File: config.mk
export PLATFORM = sky130hd
export DESIGN_NAME = alu_seq
export DESIGN_NICKNAME = d
export VERILOG_FILES = /design/src/rtl/alu_seq_pkg.sv /design/src/rtl/alu_seq_iter.sv /design/src/rtl/alu_seq.sv
export SDC_FILE = /design/constraint.sdc
export NUM_CORES = 1
export LEC_CHECK = 0
export CAP_MARGIN = 20
export CORE_UTILIZATION = 50
export DETAILED_ROUTE_END_ITERATION = 12
export HOLD_SLACK_MARGIN = 0.05
export PLACE_DENSITY = 0.78
export SLEW_MARGIN = 10
export SYNTH_ARGS = -nofsm -noshare
export SYNTH_HDL_FRONTEND = slang
export SYNTH_SLANG_ARGS = --single-unit
File: constraint.sdc
create_clock -name clk -period 4.5 [get_ports clk]
set_input_delay 1.35 -clock clk [delete_from_list [all_inputs] [get_ports clk]]
set_output_delay 1.35 -clock clk [all_outputs]
set_load 0.02 [all_outputs]
File: src/rtl/alu_seq_pkg.sv
// Shared types for the multi-cycle ALU: opcodes, FSM states and the flag word.
package definitions;

    typedef enum logic [3:0] {
        ADD  = 4'd0,
        ADDC = 4'd1,
        SUB  = 4'd2,
        SUBC = 4'd3,
        LSL  = 4'd4,
        LSLC = 4'd5,
        LSR  = 4'd6,
        LSRC = 4'd7,
        ASR  = 4'd8,
        NOT  = 4'd9,
        AND  = 4'd10,
        OR   = 4'd11,
        CMP  = 4'd12,
        MUL  = 4'd13
    } alu_op_e;

    typedef enum logic [1:0] {
        S_IDLE = 2'd0,
        S_ITER = 2'd1,
        S_DONE = 2'd2
    } alu_state_e;

    // Architectural flags: carry/borrow, negative, zero, signed overflow.
    typedef struct packed {
        logic c;
        logic n;
        logic z;
        logic v;
    } flags_t;

    // Opcodes that take a shift amount from operand t.
    function automatic logic is_shift(input alu_op_e op);
        return op inside {LSL, LSLC, LSR, LSRC, ASR};
    endfunction

endpackage

File: src/rtl/alu_seq_iter.sv
// Iterative unit: one bit per cycle for shifts, rotates-through-carry and the
// unsigned shift-add multiply. Holds the working registers and the counter.
module alu_iter_unit
    import definitions::*;
#(
    parameter int WIDTH = 8,
    parameter int SAW   = $clog2(WIDTH) + 1
) (
    input  logic             clk,
    input  logic             rst_n,
    input  logic             load,
    input  logic             step,
    input  alu_op_e          op,
    input  logic [WIDTH-1:0] a,
    input  logic [WIDTH-1:0] b,
    input  logic [SAW-1:0]   cnt_init,
    input  logic             carry_in,
    output logic             last,
    output logic [WIDTH-1:0] lo,
    output logic [WIDTH-1:0] hi,
    output logic             carry
);

    alu_op_e          op_q;
    logic [WIDTH-1:0] lo_q;
    logic [WIDTH-1:0] hi_q;
    logic [WIDTH-1:0] mcand_q;
    logic             c_q;
    logic [SAW-1:0]   cnt_q;
    logic [WIDTH:0]   mul_sum;

    // Partial-product add for the multiplier bit currently in lo_q[0].
    always_comb begin
        // NOTE: a default is assigned before any conditional update so no latch is inferred.
        mul_sum = {1'b0, hi_q};
        if (lo_q[0]) begin
            mul_sum = mul_sum + {1'b0, mcand_q};
        end
    end

    // Load operands on acceptance, then advance one bit per step.
    // Carry always holds the last bit shifted out, so a saturated LSR leaves
    // a[WIDTH-1] in carry and a saturated LSL leaves a[0].
    always_ff @(posedge clk or negedge rst_n) begin
        // NOTE: these few working registers are reset so no X can reach the result mux.
        if (!rst_n) begin
            op_q    <= ADD;
            lo_q    <= '0;
            hi_q    <= '0;
            mcand_q <= '0;
            c_q     <= 1'b0;
            cnt_q   <= '0;
        end else if (load) begin
            op_q    <= op;
            lo_q    <= (op == MUL) ? b : a;
            hi_q    <= '0;
            mcand_q <= a;
            c_q     <= carry_in;
            cnt_q   <= cnt_init;
        end else if (step) begin
            cnt_q <= cnt_q - SAW'(1);
            case (op_q)
                LSL:  {c_q, lo_q} <= {lo_q, 1'b0};
                LSLC: {c_q, lo_q} <= {lo_q, c_q};
                LSR:  {lo_q, c_q} <= {1'b0, lo_q};
                LSRC: {lo_q, c_q} <= {c_q, lo_q};
                ASR:  {lo_q, c_q} <= {lo_q[WIDTH-1], lo_q};
                MUL: begin
                    hi_q <= mul_sum[WIDTH:1];
                    lo_q <= {mul_sum[0], lo_q[WIDTH-1:1]};
                end
                default: ;
            endcase
        end
    end

    assign last  = (cnt_q == SAW'(1));
    assign lo    = lo_q;
    assign hi    = hi_q;
    assign carry = c_q;

endmodule

File: src/rtl/alu_seq.sv
// Multi-cycle ALU: FSM, single-cycle datapath and the architectural flag
// register. Iterative ops are delegated to alu_iter_unit.
module alu_seq
    import definitions::*;
#(
    parameter int WIDTH = 8,
    parameter int SAW   = $clog2(WIDTH) + 1
) (
    input  logic             clk,
    input  logic             rst_n,
    input  logic             valid_i,
    input  alu_op_e          op_i,
    input  logic [WIDTH-1:0] a_i,
    input  logic [WIDTH-1:0] b_i,
    output logic             ready_o,
    output logic             done_o,
    output logic [WIDTH-1:0] result_o,
    output logic [WIDTH-1:0] result_hi_o,
    output logic             carry_o,
    output logic             neg_o,
    output logic             zero_o,
    output logic             ovf_o
);

    localparam logic [SAW-1:0] N_MAX = SAW'(WIDTH);

    alu_state_e       state_q, state_d;
    alu_op_e          op_q;
    logic [WIDTH-1:0] a_q, b_q;
    logic             accept;
    logic [SAW-1:0]   n_raw, n_in;
    logic             iter_op_in;
    logic             iter_load, iter_last, iter_c;
    logic [WIDTH-1:0] iter_lo, iter_hi;

    flags_t           flags_q, flags_d;
    logic [WIDTH-1:0] result_q, result_d, hi_q, hi_d, value;
    logic             wr_result, cin, done_q;
    logic [WIDTH:0]   add_w, sub_w;

    assign accept     = (state_q == S_IDLE) && valid_i;
    assign n_raw      = b_i[SAW-1:0];
    assign n_in       = (n_raw > N_MAX) ? N_MAX : n_raw;
    assign iter_op_in = (is_shift(op_i) && (n_in != '0)) || (op_i == MUL);
    assign iter_load  = accept && iter_op_in;

    // State register.
    always_ff @(posedge clk or negedge rst_n) begin
        // NOTE: sequential state uses non-blocking assignments so every register samples pre-edge values.
        if (!rst_n) begin
            state_q <= S_IDLE;
        end else begin
            state_q <= state_d;
        end
    end

    // Next-state logic: iterate only for shifts with n > 0 and for MUL.
    always_comb begin
        state_d = state_q;
        case (state_q)
            S_IDLE: begin
                if (valid_i) begin
                    state_d = iter_op_in ? S_ITER : S_DONE;
                end
            end
            S_ITER: begin
                if (iter_last) begin
                    state_d = S_DONE;
                end
            end
            S_DONE:  state_d = S_IDLE;
            default: state_d = S_IDLE;
        endcase
    end

    // Latch opcode and operands at acceptance; inputs are ignored while busy.
    always_ff @(posedge clk or negedge rst_n) begin
        if (!rst_n) begin
            op_q <= ADD;
            a_q  <= '0;
            b_q  <= '0;
        end else if (accept) begin
            op_q <= op_i;
            a_q  <= a_i;
            b_q  <= b_i;
        end
    end

    alu_iter_unit #(
        .WIDTH (WIDTH),
        .SAW   (SAW)
    ) u_iter (
        .clk      (clk),
        .rst_n    (rst_n),
        .load     (iter_load),
        .step     (state_q == S_ITER),
        .op       (op_i),
        .a        (a_i),
        .b        (b_i),
        .cnt_init ((op_i == MUL) ? N_MAX : n_in),
        .carry_in (flags_q.c),
        .last     (iter_last),
        .lo       (iter_lo),
        .hi       (iter_hi),
        .carry    (iter_c)
    );

    // Result and flag computation, consumed on the DONE cycle.
    always_comb begin
        cin       = ((op_q == ADDC) || (op_q == SUBC)) ? flags_q.c : 1'b0;
        add_w     = {1'b0, a_q} + {1'b0, b_q} + {{WIDTH{1'b0}}, cin};
        sub_w     = {1'b0, a_q} - {1'b0, b_q} - {{WIDTH{1'b0}}, cin};
        value     = result_q;
        wr_result = 1'b1;
        hi_d      = '0;
        flags_d   = flags_q;
        case (op_q)
            ADD, ADDC: begin
                value     = add_w[WIDTH-1:0];
                flags_d.c = add_w[WIDTH];
                flags_d.v = (a_q[WIDTH-1] == b_q[WIDTH-1]) && (add_w[WIDTH-1] != a_q[WIDTH-1]);
            end
            SUB, SUBC, CMP: begin
                // Bit WIDTH of the extended difference is the borrow.
                value     = sub_w[WIDTH-1:0];
                flags_d.c = sub_w[WIDTH];
                flags_d.v = (a_q[WIDTH-1] != b_q[WIDTH-1]) && (sub_w[WIDTH-1] != a_q[WIDTH-1]);
                wr_result = (op_q != CMP);
            end
            AND, OR, NOT: begin
                value     = (op_q == AND) ? (a_q & b_q) :
                            (op_q == OR)  ? (a_q | b_q) : ~b_q;
                flags_d.c = 1'b0;
                flags_d.v = 1'b0;
            end
            LSL, LSLC, LSR, LSRC, ASR: begin
                // A zero shift amount passes a through and keeps the carry.
                if (b_q[SAW-1:0] == '0) begin
                    value = a_q;
                end else begin
                    value     = iter_lo;
                    flags_d.c = iter_c;
                end
            end
            MUL: begin
                value     = iter_lo;
                hi_d      = iter_hi;
                flags_d.c = |iter_hi;
                flags_d.v = 1'b0;
            end
            default: wr_result = 1'b0;
        endcase
        flags_d.z = (value == '0);
        flags_d.n = value[WIDTH-1];
        result_d  = wr_result ? value : result_q;
    end

    // Architectural outputs change only on the edge that raises done.
    always_ff @(posedge clk or negedge rst_n) begin
        if (!rst_n) begin
            result_q <= '0;
            hi_q     <= '0;
            flags_q  <= '0;
            done_q   <= 1'b0;
        end else begin
            done_q <= (state_q == S_DONE);
            if (state_q == S_DONE) begin
                result_q <= result_d;
                hi_q     <= hi_d;
                flags_q  <= flags_d;
            end
        end
    end

    assign ready_o     = (state_q == S_IDLE);
    assign done_o      = done_q;
    assign result_o    = result_q;
    assign result_hi_o = hi_q;
    assign carry_o     = flags_q.c;
    assign neg_o       = flags_q.n;
    assign zero_o      = flags_q.z;
    assign ovf_o       = flags_q.v;

endmodule

==> flow_metrics.env <==
export IMPL_cts_resized=0
export IMPL_holdBufCountCts=0
export IMPL_dieArea_um2=11340
export IMPL_critical_path_top_delay_family="compound AO/OA/AOI/OAI gates"
export IMPL_synth_simple_area_share_pct=19.69
export IMPL_synth_largest_area_cell="dfrtp_1"
export IMPL_place_congestion=0.9595
export IMPL_cts_setup_buffers=0
export IMPL_min_period_ns=3.362
export IMPL_arrival_ns=3.60
export IMPL_dieWidth_um=106.5
export IMPL_p_total_uw=5059
export IMPL_synth_edf_count=0
export IMPL_cts_root_buf="clkbuf_8"
export IMPL_synth_area_leaders="dfrtp_1 (35%), ha_1 (9.2%), nand2_1 (7.4%)"
export IMPL_die_y_um=106.5
export IMPL_ff_latch_area_um2=1902
export IMPL_leakage_uw=0.002722
export IMPL_post_drt_wl_per_cell_um=17.89
export IMPL_status="complete, no violations"
export IMPL_fin_worst_skew_ns=0.01529
export IMPL_ys_flop_type="dfrtp_1"
export IMPL_setup_ws_ns=1.138
export IMPL_stdcell_area_um2=6186
export IMPL_crit_chain="nor2_1, nand3_1, fa_1, ha_1, a211o_1, a211oi_1, o21bai_1, o31a_1, o22ai_1, o22ai_1, a32o_1"
export IMPL_yosys_area_share_xor_xnor_pct=2.086
export IMPL_netlist_area_um2=5459
export IMPL_cp_slowest_cell="dfrtp_1"
export IMPL_drt_initial_drc_count=482
export IMPL_power_density_nw_per_um2=817.7
export IMPL_grt_antenna_before_repair=0
export IMPL_port_buffers=44
export IMPL_initial_utilization_pct=52.18
export IMPL_cpMostUsedCell="o22ai_1"
export IMPL_clkTransAtPathRegs_ns=0.09
export IMPL_final_setup_tns_ns=0
export IMPL_synth_top_family_by_area="compound AO/OA/AOI/OAI gates"
export IMPL_crit_required_ns=4.74
export IMPL_first_global_vias=4542
export IMPL_grt_max_degree=77
export IMPL_dp_slack_ns=0.8779
export IMPL_critPathKind="reg2reg"
export IMPL_final_antenna_net_count=0
export IMPL_endpoint_kind="flop"
export IMPL_dr_pass1_iters=7
export IMPL_grt_usage_pct=27.65
export IMPL_viasPerCell=6.040
export IMPL_cp_start_kind="flop"
export IMPL_tightest_slew_ns=0.9716
export IMPL_syn_avg_cell_area_um2=8.309
export IMPL_max_freq_ghz=0.2974
export IMPL_drive_above_1_share_pct=6.214
export IMPL_crit_path_max_fanout=21
export IMPL_drv_slew=0
export IMPL_yosys_register_bits=76
export IMPL_hold_class="reg2reg"
export IMPL_relSlewSlack_pct=35.23
export IMPL_grt_pass1_wl_mm=24.28
export IMPL_fill_cells=964
export IMPL_cts_tree="yes"
export IMPL_synth_compound_area_share_pct=21.93
export IMPL_synthesis_nets=725
export IMPL_diodes=0
export IMPL_cts_htree_levels=3
export IMPL_coreArea_um2=10460
export IMPL_multi_input_area_um2=3272
export IMPL_place_area_um2=5977
export IMPL_clockBufferDepth=2
export IMPL_cts_buffers=9
export IMPL_syn_inst=657
export IMPL_synthAdderAreaFrac_pct=11.00
export IMPL_hpwl_mm=11.10
export IMPL_finalSetupViolCount=0
export IMPL_synthMuxAreaShare_pct=5.180
export IMPL_fp_row_count=37
export IMPL_ys_async_sr_fraction_pct=100.0
export IMPL_syn_to_final_growth_pct=13.32
export IMPL_synth_yosys_seq_area_share_pct=34.84
export IMPL_synth_cell_types=65
export IMPL_yosysWarnings=0
export IMPL_cap_violations=0
export IMPL_insertion_delay_ns=0.36
export IMPL_drt_wl_total_mm=14.82
export IMPL_clock_sinks=76
export IMPL_critPathBufInv=0
export IMPL_crit_path_max_incr_delay_ns=0.57
export IMPL_finalHoldViolCount=0
export IMPL_top_level_ports=45
export IMPL_grt_ovfl_total=0
export IMPL_rsz0062_at_grt="no"
export IMPL_nets=755
export IMPL_post_synth_top_area_fraction_pct=34.84
export IMPL_finalCritPeriodShare_pct=74.72
export IMPL_ir_worst_vdd_mv=0.3737
export IMPL_vias=5001
export IMPL_drc=0
worst min-delay path: stages, from the launching register on:
cell and delay, ns:
dfrtp_1 0.35, nand2_1 0.05, nand2_1 0.04
where the power goes:
group | internal (uW) | switching, uW
Clock | 278 | 283
Combinational | 1320 | 1840
Sequential | 951 | 388
Total | 2550 | 2510
layer usage:
metal / share of wire [%] / global-route usage (%) / vias to the layer above
met3: 8.6 / 5.395 / 15
met5: 0 / 0 / -
li1: - / - / 2375
met2: 45 / 40.68 / 226
met1: 45 / 41.59 / 2385
met4: 1.2 / 6.654 / 0
final timing paths:
| kind | slack (ns) | startpoint | depth (start not counted) | to |
|---|---|---|---|---|
| worst max-delay path | 1.14 | op_q[2] | 11 | zero_o |
| worst min-delay path | 0.47 | result_hi_o[0] | 2 | result_hi_o[0] |
| worst max register to register | 1.14 | op_q[2] | 11 | zero_o |
| worst min register to register | 0.47 | result_hi_o[0] | 2 | result_hi_o[0] |
| max in group asynchronous | 2.72 | rst_n | 1 | a_q[7] |
| min in group asynchronous | 1.11 | rst_n | 1 | result_o[6] |
cells by family (layout without fill, tap and decap cells):
kind of cell,Yosys count,in the layout
multiplexers,27,27
adder cells (fa/ha/maj),45,45
flip-flops,76,76
AO/OA/AOI/OAI,192,192
XOR/XNOR,13,13
AND/OR/NAND/NOR,231,231
buffers and inverters,73,108
cells in the final DEF, fill, tap and decap left out, drive strengths merged, types with 3 or more instances in the layout:
master	synthesis	final
nand2	108	108
dfrtp	76	76
o21ai	75	75
inv	44	46
clkdlybuf4s50	0	43
nor2	43	43
a21oi	43	43
ha	40	40
nand3	21	21
mux2i	17	17
o22ai	13	13
nor3	12	12
nor2b	11	11
xnor2	11	11
mux2	10	10
clkbuf	17	10
a211oi	8	8
nand2b	7	7
a31oi	7	7
nor4	6	6
o21a	5	5
a211o	5	5
fa	5	5
buf	12	5
o32ai	4	4
a21o	3	3
or3	3	3
o21bai	3	3
a221oi	3	3
per-stage QoR:
step | cells | hold slack (ns) | util [%]
6_report | 828 | 0.4686 | 59.12
5_1_grt | 828 | 0.4942 | 59.12
4_1_cts | 828 | 0.4747 | 59.12
3_5_place_dp | 812 | 0.4546 | 57.13
3_3_place_gp | 812 | 0.4517 | 57.13
2_1_floorplan | 657 | 0.4497 | -
Yosys cell counts (13+ instances only):
master    instances
a21oi_1          40
clkbuf_1         17
dfrtp_1          76
ha_1             40
inv_1            42
mux2i_1          17
nand2_1         108
nand3_1          21
nor2_1           43
o21ai_0          75
o22ai_1          13
final cells by class:
class                           instances  area share [%]
Tap cell                              136           2.751
Clock inverter                          6           1.153
Clock buffer                           10           2.225
Sequential cell                        76           30.74
Multi-Input combinational cell        508           52.89
Timing Repair Buffer                   48           7.565
Inverter                               44           2.670
flip-flops by register name (all words and copies together), names as in the netlist, 2 cells and up:
name	flops
u_iter.cnt_q	4
u_iter.lo	8
result_o	8
op_q	4
state_q	2
u_iter.hi	8
u_iter.op_q	4
u_iter.mcand_q	8
a_q	8
result_hi_o	8
b_q	8
(Power assumes the default switching activity.)
